===== src/rtl/phoenix_pwm_generator.sv =====
// PWM generator with shadowed period/duty; optional duty fade enabled by PHOENIX_PWM_FADE_EN.
// Latency: pwm_out is registered, 1 clk behind the counter; period_start/active_duty change on the boundary edge.
// Backpressure: none; pwm_cycle/pwm_duty are sampled only at period boundaries and on IDLE->RUN.
module phoenix_pwm_generator #(
  parameter int PWM_COUNTER_BITS = 32,
  parameter int FADE_STEP        = 256
) (
  input  logic                        clk,
  input  logic                        reset,
  input  logic [PWM_COUNTER_BITS-1:0] pwm_cycle,
  input  logic [PWM_COUNTER_BITS-1:0] pwm_duty,
  input  logic                        enable,
  output logic                        pwm_out,
  output logic                        period_start,
  output logic [PWM_COUNTER_BITS-1:0] active_duty
);

  localparam int W = PWM_COUNTER_BITS;
  localparam logic [W-1:0] ONE    = W'(1);
  localparam logic [W-1:0] STEP_W = W'(FADE_STEP);

`ifdef PHOENIX_PWM_FADE_EN
  localparam bit FADE_EN = 1'b1;
`else
  localparam bit FADE_EN = 1'b0;
`endif

  typedef enum logic {IDLE, RUN} state_t;

  // Initialisers match the reset values so an un-reset power-up is identical.
  state_t       state_q   = IDLE;
  logic [W-1:0] counter_q = '0;
  logic [W-1:0] cycle_q   = '0;
  logic [W-1:0] duty_q    = '0;
  logic         pwm_q     = 1'b0;
  logic         ps_q      = 1'b0;

  state_t       state_d;
  logic [W-1:0] counter_d;
  logic [W-1:0] cycle_d;
  logic [W-1:0] duty_d;
  logic         pwm_d;
  logic         ps_d;

  logic [W-1:0] fade_duty;
  logic [W-1:0] start_duty;
  logic [W-1:0] reload_duty;
  logic         last_count;

  // Fade target: step shadow duty toward pwm_duty by at most STEP_W, clamped so it never overshoots.
  always_comb begin
    fade_duty = pwm_duty;
    if (pwm_duty > duty_q) begin
      if ((pwm_duty - duty_q) > STEP_W) fade_duty = duty_q + STEP_W;
    end else begin
      if ((duty_q - pwm_duty) > STEP_W) fade_duty = duty_q - STEP_W;
    end
  end

  // With fade the duty ramps from 0 on start-up; without fade it tracks pwm_duty directly.
  assign start_duty  = FADE_EN ? '0        : pwm_duty;
  assign reload_duty = FADE_EN ? fade_duty : pwm_duty;
  assign last_count  = (counter_q == (cycle_q - ONE));

  // Next-state, counter, shadow and output logic.
  always_comb begin
    state_d   = state_q;
    counter_d = counter_q;
    cycle_d   = cycle_q;
    duty_d    = duty_q;
    ps_d      = 1'b0;
    // Dropping enable blanks the pin on the very edge the FSM leaves RUN.
    pwm_d     = (state_q == RUN) && enable && (counter_q < duty_q);

    case (state_q)
      IDLE: begin
        counter_d = '0;
        cycle_d   = '0;
        duty_d    = '0;
        if (enable && (pwm_cycle != '0)) begin
          state_d = RUN;
          cycle_d = pwm_cycle;
          duty_d  = start_duty;
          ps_d    = 1'b1;
        end
      end
      RUN: begin
        if (!enable) begin
          state_d   = IDLE;
          counter_d = '0;
          cycle_d   = '0;
          duty_d    = '0;
        end else if (last_count) begin
          counter_d = '0;
          if (pwm_cycle == '0) begin
            state_d = IDLE;
            cycle_d = '0;
            duty_d  = '0;
          end else begin
            cycle_d = pwm_cycle;
            duty_d  = reload_duty;
            ps_d    = 1'b1;
          end
        end else begin
          counter_d = counter_q + ONE;
        end
      end
      default: begin
        state_d   = IDLE;
        counter_d = '0;
        cycle_d   = '0;
        duty_d    = '0;
      end
    endcase
  end

  // State and datapath registers with synchronous reset taking priority over everything.
  always_ff @(posedge clk) begin
    if (reset) begin
      state_q   <= IDLE;
      counter_q <= '0;
      cycle_q   <= '0;
      duty_q    <= '0;
      pwm_q     <= 1'b0;
      ps_q      <= 1'b0;
    end else begin
      state_q   <= state_d;
      counter_q <= counter_d;
      cycle_q   <= cycle_d;
      duty_q    <= duty_d;
      pwm_q     <= pwm_d;
      ps_q      <= ps_d;
    end
  end

  assign pwm_out      = pwm_q;
  assign period_start = ps_q;
  assign active_duty  = duty_q;

endmodule


===== config.mk =====
export PLATFORM = sky130hd
export DESIGN_NAME = phoenix_pwm_generator
export DESIGN_NICKNAME = d
export VERILOG_FILES = /design/src/rtl/phoenix_pwm_generator.sv
export SDC_FILE = /design/constraint.sdc
export NUM_CORES = 1
export LEC_CHECK = 0
export BUFFER_PORTS_ARGS = -buffer_cell sky130_fd_sc_hd__clkbuf_2
export CORE_MARGIN = 2
export CORE_UTILIZATION = 55
export CTS_BUF_LIST = sky130_fd_sc_hd__clkbuf_4
export DETAILED_ROUTE_END_ITERATION = 16
export HOLD_SLACK_MARGIN = 0.08
export PLACE_DENSITY = 0.78
export SETUP_SLACK_MARGIN = 0.3
export SYNTH_ARGS = -nofsm -noshare
export SYNTH_HDL_FRONTEND = slang
export SYNTH_SLANG_ARGS = --single-unit

===== constraint.sdc =====
create_clock -name clk -period 5.8 [get_ports clk]
set_clock_uncertainty 0.2 [all_clocks]
set_input_delay 0.87 -clock clk [delete_from_list [all_inputs] [get_ports clk]]
set_output_delay 0.87 -clock clk [all_outputs]
set_load 0.03 [all_outputs]

==> run metrics, run 1 <==
first-pass detailed-route iteration total 5; leading cell types in the layout, fill and taps excluded 146 x sky130_fd_sc_hd__nand2_1, 100 x sky130_fd_sc_hd__clkbuf_2, 99 x sky130_fd_sc_hd__dfxtp_1; boundary pin count 101; proportion of layout cells with a drive suffix above 1 15.98%; vertical die dimension 107.7 µm; final estimated routing congestion in global placement 0.8619; total power of the final layout 1.481 mW; most used flip-flop cell after synthesis sky130_fd_sc_hd__dfxtp_1; slew at the pin closest to its max-slew limit 0.9300 ns; effective utilization at floorplan 57.07%; global-route congestion overflow total 0; total die area 11610 µm²; WP data arrival 4.17 ns; placeable core region 10370 µm²; Chip Width 107.7 µm; worst max-slew margin expressed relative to the limit 38.00%; Min Clock Period, post-route 4.026 ns; global-route wire length before repair 22.56 mm; setup repair after global routing missed its margin no; combinational family with the most area after synthesis simple AND/OR/NAND/NOR gates; post-detailed-routing wire length 13.55 mm; worst vdd rail ir drop 0.1354 mV; Reg power frac 49.0%; clock sink count 99; number of fill cells 916; via count of the first global-routing pass 5053; hold_buf cts 0; FFs w/ async S/R, synth 0%; multiplexer share of the synthesized area 10.99%; power per cell area 222.4 nW/µm²; drt drc 0; Util after Layout 64.20%; post-synth design cell area 5918 µm²; TritonCTS Buffers 9; final hold vios 0; Syn Inst Count 719; Critical Setup Path Class reg2reg; count of flip-flops with a built-in enable after synthesis 0; post-synthesis simple-gate area fraction 24.55%; via count 5189; CP max-delay cell sky130_fd_sc_hd__a21bo_1; TritonCTS clock tree yes; count of placed standard cells including taps 922; Clock Power Share 34.2%; outcome finished clean; insertion delay to the later sink of the worst-skew pair 0.48 ns; switching power summed over all nets 0.4107 mW; sequential fraction of the synthesis area 33.49%; setup total negative slack 0 ns; Gate power share 16.8%; pin count of the biggest net entering global routing 98; CP startpoint kind flip-flop; site row count 37; average routed wire per standard cell 14.44 µm; leakage dissipation 2.740 nW; FMAX 248.4 MHz; synthesized area per cell 8.231 µm²; switch share 27.73%; number of gates given a new drive strength after cts 0; max-slew violation total from the final report 0; adder and majority cell fraction of the synthesized area 6.977%; area share of xor/xnor cells in the synthesized design 10.80%; total routing usage reported by global routing 24.31%; via-per-instance ratio 5.532; post-route clock period utilization 69.41%; number of cells in the finished layout apart from fillers 938; reported max-cap violation count 0; most frequent standard cell in the layout excluding fill and tap cells sky130_fd_sc_hd__nand2_1; area of the multi-input gates 3616 µm²; number of levels in the clock H-tree 3; final setup violation count 0; delay contributed by the slowest stage of the critical path 0.73 ns; highest fanout seen on the critical path 33; Min-Delay Path Class reg2reg; buffers added on ports 100; CTS root buffer sky130_fd_sc_hd__clkbuf_4; synthesis warning total 0; HPWL after detailed placement 10.19 mm; Antenna Violating Nets Remaining 0; worst path setup slack after routing 1.774 ns; antenna violations before repair 1; buffers inserted by post-CTS timing repair 0; maximum number of buffers from clock root to sink 2; worst setup timing slack at the placement stage 1.839 ns; initial drt markers 213; internal power of the cells 1.070 mW; Reg clk slew, reported paths 0.16 ns; kind of end point of the critical path flip-flop; number of nets in the layout 897; Data required, critical path 5.94 ns; Cell Chain, Critical Path inv_1 -> ha_1 -> nor3b_2 -> nand4_1 -> or4b_1 -> a22o_1 -> nor4_1 -> o2111a_2 -> a21bo_1 -> nor2_1; FF+latch count, synth 99; number of distinct standard cells referenced by the synthesized netlist 56; FF/Latch Area 1982 µm²; area delta synth->final 12.49%; compound-gate portion of the synthesized area 7.526%; net count of the mapped netlist 819
[cells in the mapped netlist, types with 15 or more instances]
| cell type | n | area, µm² |
|---|---|---|
| sky130_fd_sc_hd__nand2_1 | 146 | 548.0 |
| sky130_fd_sc_hd__dfxtp_1 | 99 | 1982 |
| sky130_fd_sc_hd__mux2i_1 | 65 | 650.6 |
| sky130_fd_sc_hd__nor2_1 | 50 | 187.7 |
| sky130_fd_sc_hd__xnor2_1 | 40 | 350.3 |
| sky130_fd_sc_hd__inv_1 | 39 | 146.4 |
| sky130_fd_sc_hd__ha_1 | 33 | 412.9 |
| sky130_fd_sc_hd__xor2_1 | 33 | 289.0 |
| sky130_fd_sc_hd__clkbuf_1 | 25 | 93.84 |
| sky130_fd_sc_hd__nand3_1 | 19 | 95.09 |
| sky130_fd_sc_hd__nor4_1 | 19 | 118.9 |
| sky130_fd_sc_hd__nand4_1 | 18 | 112.6 |
| sky130_fd_sc_hd__o21ai_0 | 16 | 80.08 |
| sky130_fd_sc_hd__nor3_1 | 15 | 75.07 |
[sequential cells by signal (all words and copies together) (netlist names)]
name,count
active_duty,32
counter_q,32
cycle_q,32
period_start,1
pwm_out,1
state_q,1
[final cells by class]
class	instances	share of cell area [%]
multi-input combinational	545	54.31
sequential	99	29.77
timing repair buffer	103	8.044
tap	136	2.556
inverter	39	2.199
clock inverter	6	2.067
clock buffer	9	1.015
antenna	1	0.03759
[worst max-delay path: cells and delay by family, from the launching register on]
kind / cells / cell delay, ns
AND/OR/NAND/NOR: 5 / 1.75
AO/OA/AOI/OAI: 3 / 1.22
flip-flops: 1 / 0.41
adder cells (fa/ha/maj): 1 / 0.22
buffers and inverters: 1 / 0.09
[final timing paths]
| kind | startpoint | end | slack (ns) | cells after the start |
|---|---|---|---|---|
| max | cycle_q[0] | counter_q[14] | 1.77 | 10 |
| min | active_duty[25] | active_duty[25] | 0.29 | 2 |
| max reg2reg | cycle_q[0] | counter_q[14] | 1.77 | 10 |
| min reg2reg | active_duty[25] | active_duty[25] | 0.29 | 2 |
[routing by layer]
layer  vias up  part of all wire [%]  GRT usage [%]  routed length [µm]
li1       2615                     -              -                   -
met1      2459                    43          28.24                5838
met2        95                    51          43.98                6961
met3        20                   3.3          3.753                 447
met4         0                   2.2          10.35                 302
met5         -                     0              0                   0
[cell families (layout without fill, tap and decap cells)]
kind of cell / after synthesis / in the layout
and+or+nand+nor: 309 / 309
DFF: 99 / 99
buffers and inverters: 75 / 157
xor gates and xnor gates: 73 / 73
AOI/OAI and AO/OA: 65 / 65
muxes: 65 / 65
adders and majority gates: 33 / 33
other: 0 / 1
[power by group through the flow]
| stage | Sequential [mW] | Combinational [mW] | Clock (mW) |
|---|---|---|---|
| after floorplan | 0.753 | 0.166 | 0 |
| after global placement | 0.739 | 0.242 | 0 |
| after detailed placement | 0.741 | 0.248 | 0 |
| after CTS | 0.726 | 0.249 | 0.515 |
| after global routing | 0.729 | 0.274 | 0.542 |
| final | 0.726 | 0.249 | 0.506 |
[stage by stage]
step,hold slack (ns),instance area (µm²)
after detailed placement,0.2755,6450
after global routing,0.3061,6658
after global placement,0.2573,6450
final,0.2903,6658
after floorplan,0.2505,5918
after CTS,0.2949,6655
(Power assumes the default switching activity.)
==> inputs of run 2 (changes only) <==
==> constraint.sdc (replaced) <==
create_clock -name clk -period 3.8 [get_ports clk]
set_clock_uncertainty 0.2 [all_clocks]
set_input_delay 0.57 -clock clk [delete_from_list [all_inputs] [get_ports clk]]
set_output_delay 0.57 -clock clk [all_outputs]
set_load 0.03 [all_outputs]
==> run metrics, run 2 (synthesized netlist as in run 1, its figures left out) <==
outcome finished clean; number of levels in the clock H-tree 3; post-detailed-routing wire length 13.81 mm; post-route clock period utilization 87.93%; switching power summed over all nets 0.6396 mW; average routed wire per standard cell 14.58 µm; vertical die dimension 107.7 µm; via count 5232; TritonCTS clock tree yes; Min Clock Period, post-route 3.341 ns; placeable core region 10370 µm²; pin count of the biggest net entering global routing 66; worst vdd rail ir drop 0.1886 mV; number of cells in the finished layout apart from fillers 947; internal power of the cells 1.451 mW; Data required, critical path 3.95 ns; slew at the pin closest to its max-slew limit 0.5757 ns; FMAX 299.3 MHz; Critical Setup Path Class reg2reg; site row count 37; setup repair after global routing missed its margin no; Gate power share 19.2%; leakage dissipation 2.754 nW; WP data arrival 3.49 ns; Chip Width 107.7 µm; TritonCTS Buffers 9; total power of the final layout 2.091 mW; number of antenna diodes 0; setup total negative slack 0 ns; HPWL after detailed placement 9.981 mm; boundary pin count 101; worst max-slew margin expressed relative to the limit 61.62%; Cell Chain, Critical Path or2_1 -> or4_1 -> or4b_1 -> a22o_1 -> nor4_4 -> o2111a_2 -> a21boi_4 -> buf_6 -> mux2i_1; final hold vios 0; Reg clk slew, reported paths 0.16 ns; max-slew violation total from the final report 0; first-pass detailed-route iteration total 5; total die area 11610 µm²; clock sink count 99; count of placed standard cells including taps 927; initial drt markers 258; total routing usage reported by global routing 24.20%; Antenna Violating Nets Remaining 0; final estimated routing congestion in global placement 0.8572; CTS root buffer sky130_fd_sc_hd__clkbuf_4; most frequent standard cell in the layout excluding fill and tap cells sky130_fd_sc_hd__nand2_1; switch share 30.59%; via-per-instance ratio 5.525; flop2flop setup slack 0.46 ns; Util after Layout 64.61%; antenna violations before repair 0; Reg power frac 53.0%; effective utilization at floorplan 57.07%; global-route congestion overflow total 0; via count of the first global-routing pass 5063; Min-Delay Path Class in2reg; CP max-delay cell sky130_fd_sc_hd__or4b_1; highest fanout seen on the critical path 32; number of nets in the layout 906; drt drc 0; global-route wire length before repair 22.72 mm; CP startpoint kind flip-flop; Clock Power Share 27.8%; area delta synth->final 13.21%; power per cell area 312.1 nW/µm²; buffers added on ports 100; insertion delay to the later sink of the worst-skew pair 0.47 ns; leading cell types in the layout, fill and taps excluded 146 x sky130_fd_sc_hd__nand2_1, 100 x sky130_fd_sc_hd__clkbuf_2, 98 x sky130_fd_sc_hd__dfxtp_1; final setup violation count 0; delay contributed by the slowest stage of the critical path 0.57 ns; proportion of layout cells with a drive suffix above 1 17.14%; reported max-cap violation count 0; maximum number of buffers from clock root to sink 2; kind of end point of the critical path flip-flop
[run 2: path summary, 6_finish.rpt]
| check | endpoint | start | cells past startpoint |
|---|---|---|---|
| worst max-delay path | active_duty[9] | cycle_q[15] | 9 |
| worst min-delay path | active_duty[30] | pwm_duty[30] | 3 |
| worst max register to register | active_duty[9] | cycle_q[15] | 9 |
| worst min register to register | active_duty[30] | active_duty[30] | 2 |
[run 2: cell type report]
| class | count | area, µm² |
|---|---|---|
| clock buffer | 9 | 67.56 |
| clock inverter | 7 | 75.07 |
| fill | 910 | 3670 |
| inverter | 39 | 146.4 |
| multi-input combinational | 545 | 3640 |
| sequential | 99 | 1983 |
| tap | 136 | 170.2 |
| timing repair buffer | 112 | 618.1 |
[run 2: power by group through the flow]
stage / clock network (mW) / logic (mW) / registers [mW]
2_1_floorplan: 0 / 0.254 / 1.15
3_3_place_gp: 0 / 0.374 / 1.13
3_5_place_dp: 0 / 0.383 / 1.13
4_1_cts: 0.590 / 0.391 / 1.11
5_1_grt: 0.629 / 0.442 / 1.11
6_report: 0.581 / 0.402 / 1.11
[run 2: layer usage]
| metal | up-vias | share of wire (%) | track usage [%] |
|---|---|---|---|
| met5 | - | 0 | 0 |
| met4 | 0 | 2.7 | 10.90 |
| met3 | 28 | 3.4 | 2.482 |
| met2 | 111 | 51 | 43.35 |
| met1 | 2470 | 43 | 29.03 |
| li1 | 2623 | - | - |
[run 2: stage by stage]
stage / cell area [µm²] / setup WS [ns] / hold slack [ns]
after CTS: 6660 / 0.3283 / 0.08215
final: 6700 / 0.4588 / 0.09586
after global routing: 6700 / 0.3004 / 0.09422
after detailed placement: 6487 / 0.03819 / 0.2696
after floorplan: 5918 / 0.7017 / 0.2505
after global placement: 6487 / 0.1384 / 0.2570
[run 2: critical path, delay by kind of cell (launching register included)]
family / cells / cell delay (ns)
DFF: 1 / 0.39
muxes: 1 / 0.16
and+or+nand+nor: 4 / 1.64
AOI/OAI and AO/OA: 3 / 0.58
buffers and inverters: 1 / 0.26
[run 2: timing repair]
action	in CTS	in global routing
resized for setup	2	6
setup endpoints to repair	98	98
buffers inserted	1	1
hold buffers	1	0
cloned	0	1
pin swaps	0	1
hold endpoints to repair	1	0
==> inputs of run 3 (changes only) <==
--- a/config.mk
+++ b/config.mk
@@ -7,11 +7,12 @@
 export LEC_CHECK = 0
 export BUFFER_PORTS_ARGS = -buffer_cell sky130_fd_sc_hd__clkbuf_2
 export CORE_MARGIN = 2
-export CORE_UTILIZATION = 55
+export CORE_UTILIZATION = 53
 export CTS_BUF_LIST = sky130_fd_sc_hd__clkbuf_4
 export DETAILED_ROUTE_END_ITERATION = 16
 export HOLD_SLACK_MARGIN = 0.08
-export PLACE_DENSITY = 0.78
+export PLACE_DENSITY = 0.79
+export RECOVER_POWER = 25
 export SETUP_SLACK_MARGIN = 0.3
 export SYNTH_ARGS = -nofsm -noshare
 export SYNTH_HDL_FRONTEND = slang
==> constraint.sdc (replaced) <==
create_clock -name clk -period 3.03 [get_ports clk]
set_clock_uncertainty 0.2 [all_clocks]
set_input_delay 0.4545 -clock clk [delete_from_list [all_inputs] [get_ports clk]]
set_output_delay 0.4545 -clock clk [all_outputs]
set_load 0.03 [all_outputs]
==> run metrics, run 3 (synthesized netlist as in run 1, its figures left out) <==
Min-Delay Path Class in2reg; outcome finished with violations; leakage dissipation 3.246 nW; via count 5808; number of fill cells 843; Reg power frac 50.6%; setup repair after global routing missed its margin yes; Min Clock Period, post-route 3.144 ns; hold slack final 0.08767 ns; CTS root buffer sky130_fd_sc_hd__clkbuf_4; area delta synth->final 30.93%; post-detailed-routing wire length 16.43 mm; total met3 wirelength after detailed routing 873 µm; most frequent cell on the critical path sky130_fd_sc_hd__or4_4; highest fanout seen on the critical path 4; Gate power share 24.5%; worst path setup slack after routing -0.1142 ns; setup total negative slack -6.512 ns; switching power summed over all nets 0.8754 mW; first-pass detailed-route iteration total 6; final setup violation count 98; Critical R2R Launch cycle_q[16]; drt drc 0; Critical Setup Path Class reg2reg; insertion delay to the later sink of the worst-skew pair 0.48 ns; buffers added on ports 100; CP max-delay cell sky130_fd_sc_hd__or4_4; site row count 38; WP data arrival 3.33 ns; TritonCTS clock tree yes; vertical die dimension 109.7 µm; worst vdd rail ir drop 0.2090 mV; internal power of the cells 1.850 mW; Cell Chain, Critical Path or2_4 -> or4_4 -> or4_4 -> or4_4 -> a21oi_2 -> o2111a_2 -> a21boi_4 -> buf_4 -> buf_6 -> mux2i_1; final estimated routing congestion in global placement 0.8776; pin count of the biggest net entering global routing 69; Chip Width 109.7 µm; boundary pin count 101; Worst Hold Launch pwm_cycle[14]; violated checks negative setup slack; global-route congestion overflow total 0; number of cells in the finished layout apart from fillers 1060; post-route clock period utilization 103.8%; FMAX 318.0 MHz; kind of end point of the critical path flip-flop; effective utilization at floorplan 54.36%; number of levels in the clock H-tree 3; Antenna Violating Nets Remaining 0; slew at the pin closest to its max-slew limit 0.8570 ns; average routed wire per standard cell 15.50 µm; max-slew violation total from the final report 0; family with the most delay on the worst path simple AND/OR/NAND/NOR gates; Clock Power Share 24.9%; routed metal-1 wirelength 7.475 mm; HPWL after detailed placement 11.81 mm; met2 layer wire length in the routed design 7.705 mm; worst max-slew margin expressed relative to the limit 42.34%; reported max-cap violation count 0; initial drt markers 340; Data required, critical path 3.22 ns; Reg clk slew, reported paths 0.16 ns; placeable core region 10890 µm²; via count of the first global-routing pass 5625; global-route wire length before repair 26.47 mm; buffers and inverters on the worst path 2; proportion of layout cells with a drive suffix above 1 20.78%; worst hold endpoint cycle_q[14]; maximum number of buffers from clock root to sink 2; Crit Reg-Reg Endpoint cycle_q[21]; flop2flop setup slack -0.11 ns; Worst R2R Path Depth 10; power per cell area 351.7 nW/µm²; clock sink count 99; CP startpoint kind flip-flop; count of placed standard cells including taps 977; total routing usage reported by global routing 28.08%; number of nets in the layout 1014; leading cell types in the layout, fill and taps excluded 146 x sky130_fd_sc_hd__nand2_1, 95 x sky130_fd_sc_hd__dfxtp_1, 92 x sky130_fd_sc_hd__clkbuf_2; top layer used by detailed routing met4; delay contributed by the slowest stage of the critical path 0.49 ns; most frequent standard cell in the layout excluding fill and tap cells sky130_fd_sc_hd__nand2_1; TritonCTS Buffers 9; total power of the final layout 2.725 mW; switch share 32.12%; worst hold path depth 3; final hold vios 0; antenna violations before repair 1; total die area 12030 µm²; via-per-instance ratio 5.479
==> run 3: cell types whose count changed in the layout (fill, tap and decap cells not counted), sizes merged <==
cell,change
clkbuf,-1
buf,+47
inv,+1
bufinv,-1
clkinv,-1
clkinvlp,+1
diode,+1
dlygate4sd3,+62
==> run 3: power by group through the flow <==
stage / clock network (mW) / logic [mW] / registers [mW]
6_report: 0.678 / 0.668 / 1.38
5_1_grt: 0.735 / 0.723 / 1.38
4_1_cts: 0.686 / 0.647 / 1.38
3_5_place_dp: 0 / 0.575 / 1.40
3_3_place_gp: 0 / 0.558 / 1.40
2_1_floorplan: 0 / 0.325 / 1.44
==> run 3: routing by layer <==
layer | vias up | GRT usage [%]
met2 | 178 | 46.21
met5 | - | 0
met3 | 27 | 4.801
li1 | 2874 | -
met1 | 2729 | 36.91
met4 | 0 | 10.31
==> run 3: worst reg2reg max path, stage by stage (launching register included) <==
cell and delay (ns):
sky130_fd_sc_hd__dfxtp_2 0.35, sky130_fd_sc_hd__or2_4 0.24, sky130_fd_sc_hd__or4_4 0.45, sky130_fd_sc_hd__or4_4 0.46
sky130_fd_sc_hd__or4_4 0.50, sky130_fd_sc_hd__a21oi_2 0.14, sky130_fd_sc_hd__o2111a_2 0.24, sky130_fd_sc_hd__a21boi_4 0.10
sky130_fd_sc_hd__buf_4 0.17, sky130_fd_sc_hd__buf_6 0.11, sky130_fd_sc_hd__mux2i_1 0.10
==> run 3: worst max-delay path by stage <==
stage	cells after the start	start	slack (ns)	to
after floorplan	10	cycle_q[3]	0.02	cycle_q[3]
after global placement	9	cycle_q[16]	-0.08	active_duty[19]
after CTS	9	cycle_q[16]	-0.07	active_duty[21]
final	10	cycle_q[16]	-0.11	cycle_q[21]
after global routing	14	cycle_q[0]	-0.19	cycle_q[21]
after detailed placement	9	cycle_q[16]	-0.08	active_duty[22]
==> run 3: layout make-up <==
class / count / area (µm²) / area share (%)
inverters: 39 / 146.4 / 1.889
repair buffers: 220 / 1619 / 20.89
well taps: 140 / 175.2 / 2.261
diodes: 1 / 2.502 / 0.03229
flip-flops and latches: 99 / 1987 / 25.64
clock buffers: 9 / 67.56 / 0.8720
multi-input cells: 545 / 3691 / 47.63
clock inverters: 7 / 60.06 / 0.7751
==> run 3: stage by stage <==
stage               setup WS [ns]  cell area [µm²]  utilization (%)
floorplan                 0.02127             5958                -
global placement         -0.07953             6917            63.53
detailed placement       -0.08356             6917            63.53
CTS                      -0.06721             7711            70.82
global route              -0.1920             7749            71.17
finish                    -0.1142             7749            71.17
==> run 3: what timing repair did <==
| item | CTS | global route |
|---|---|---|
| endpoints found under the hold margin | 63 | 0 |
| endpoints found under the setup margin | 98 | 99 |
| gates resized for setup | 6 | 10 |
| setup buffers | 2 | 1 |
| pin swaps | 0 | 1 |
| hold buffers | 63 | 0 |
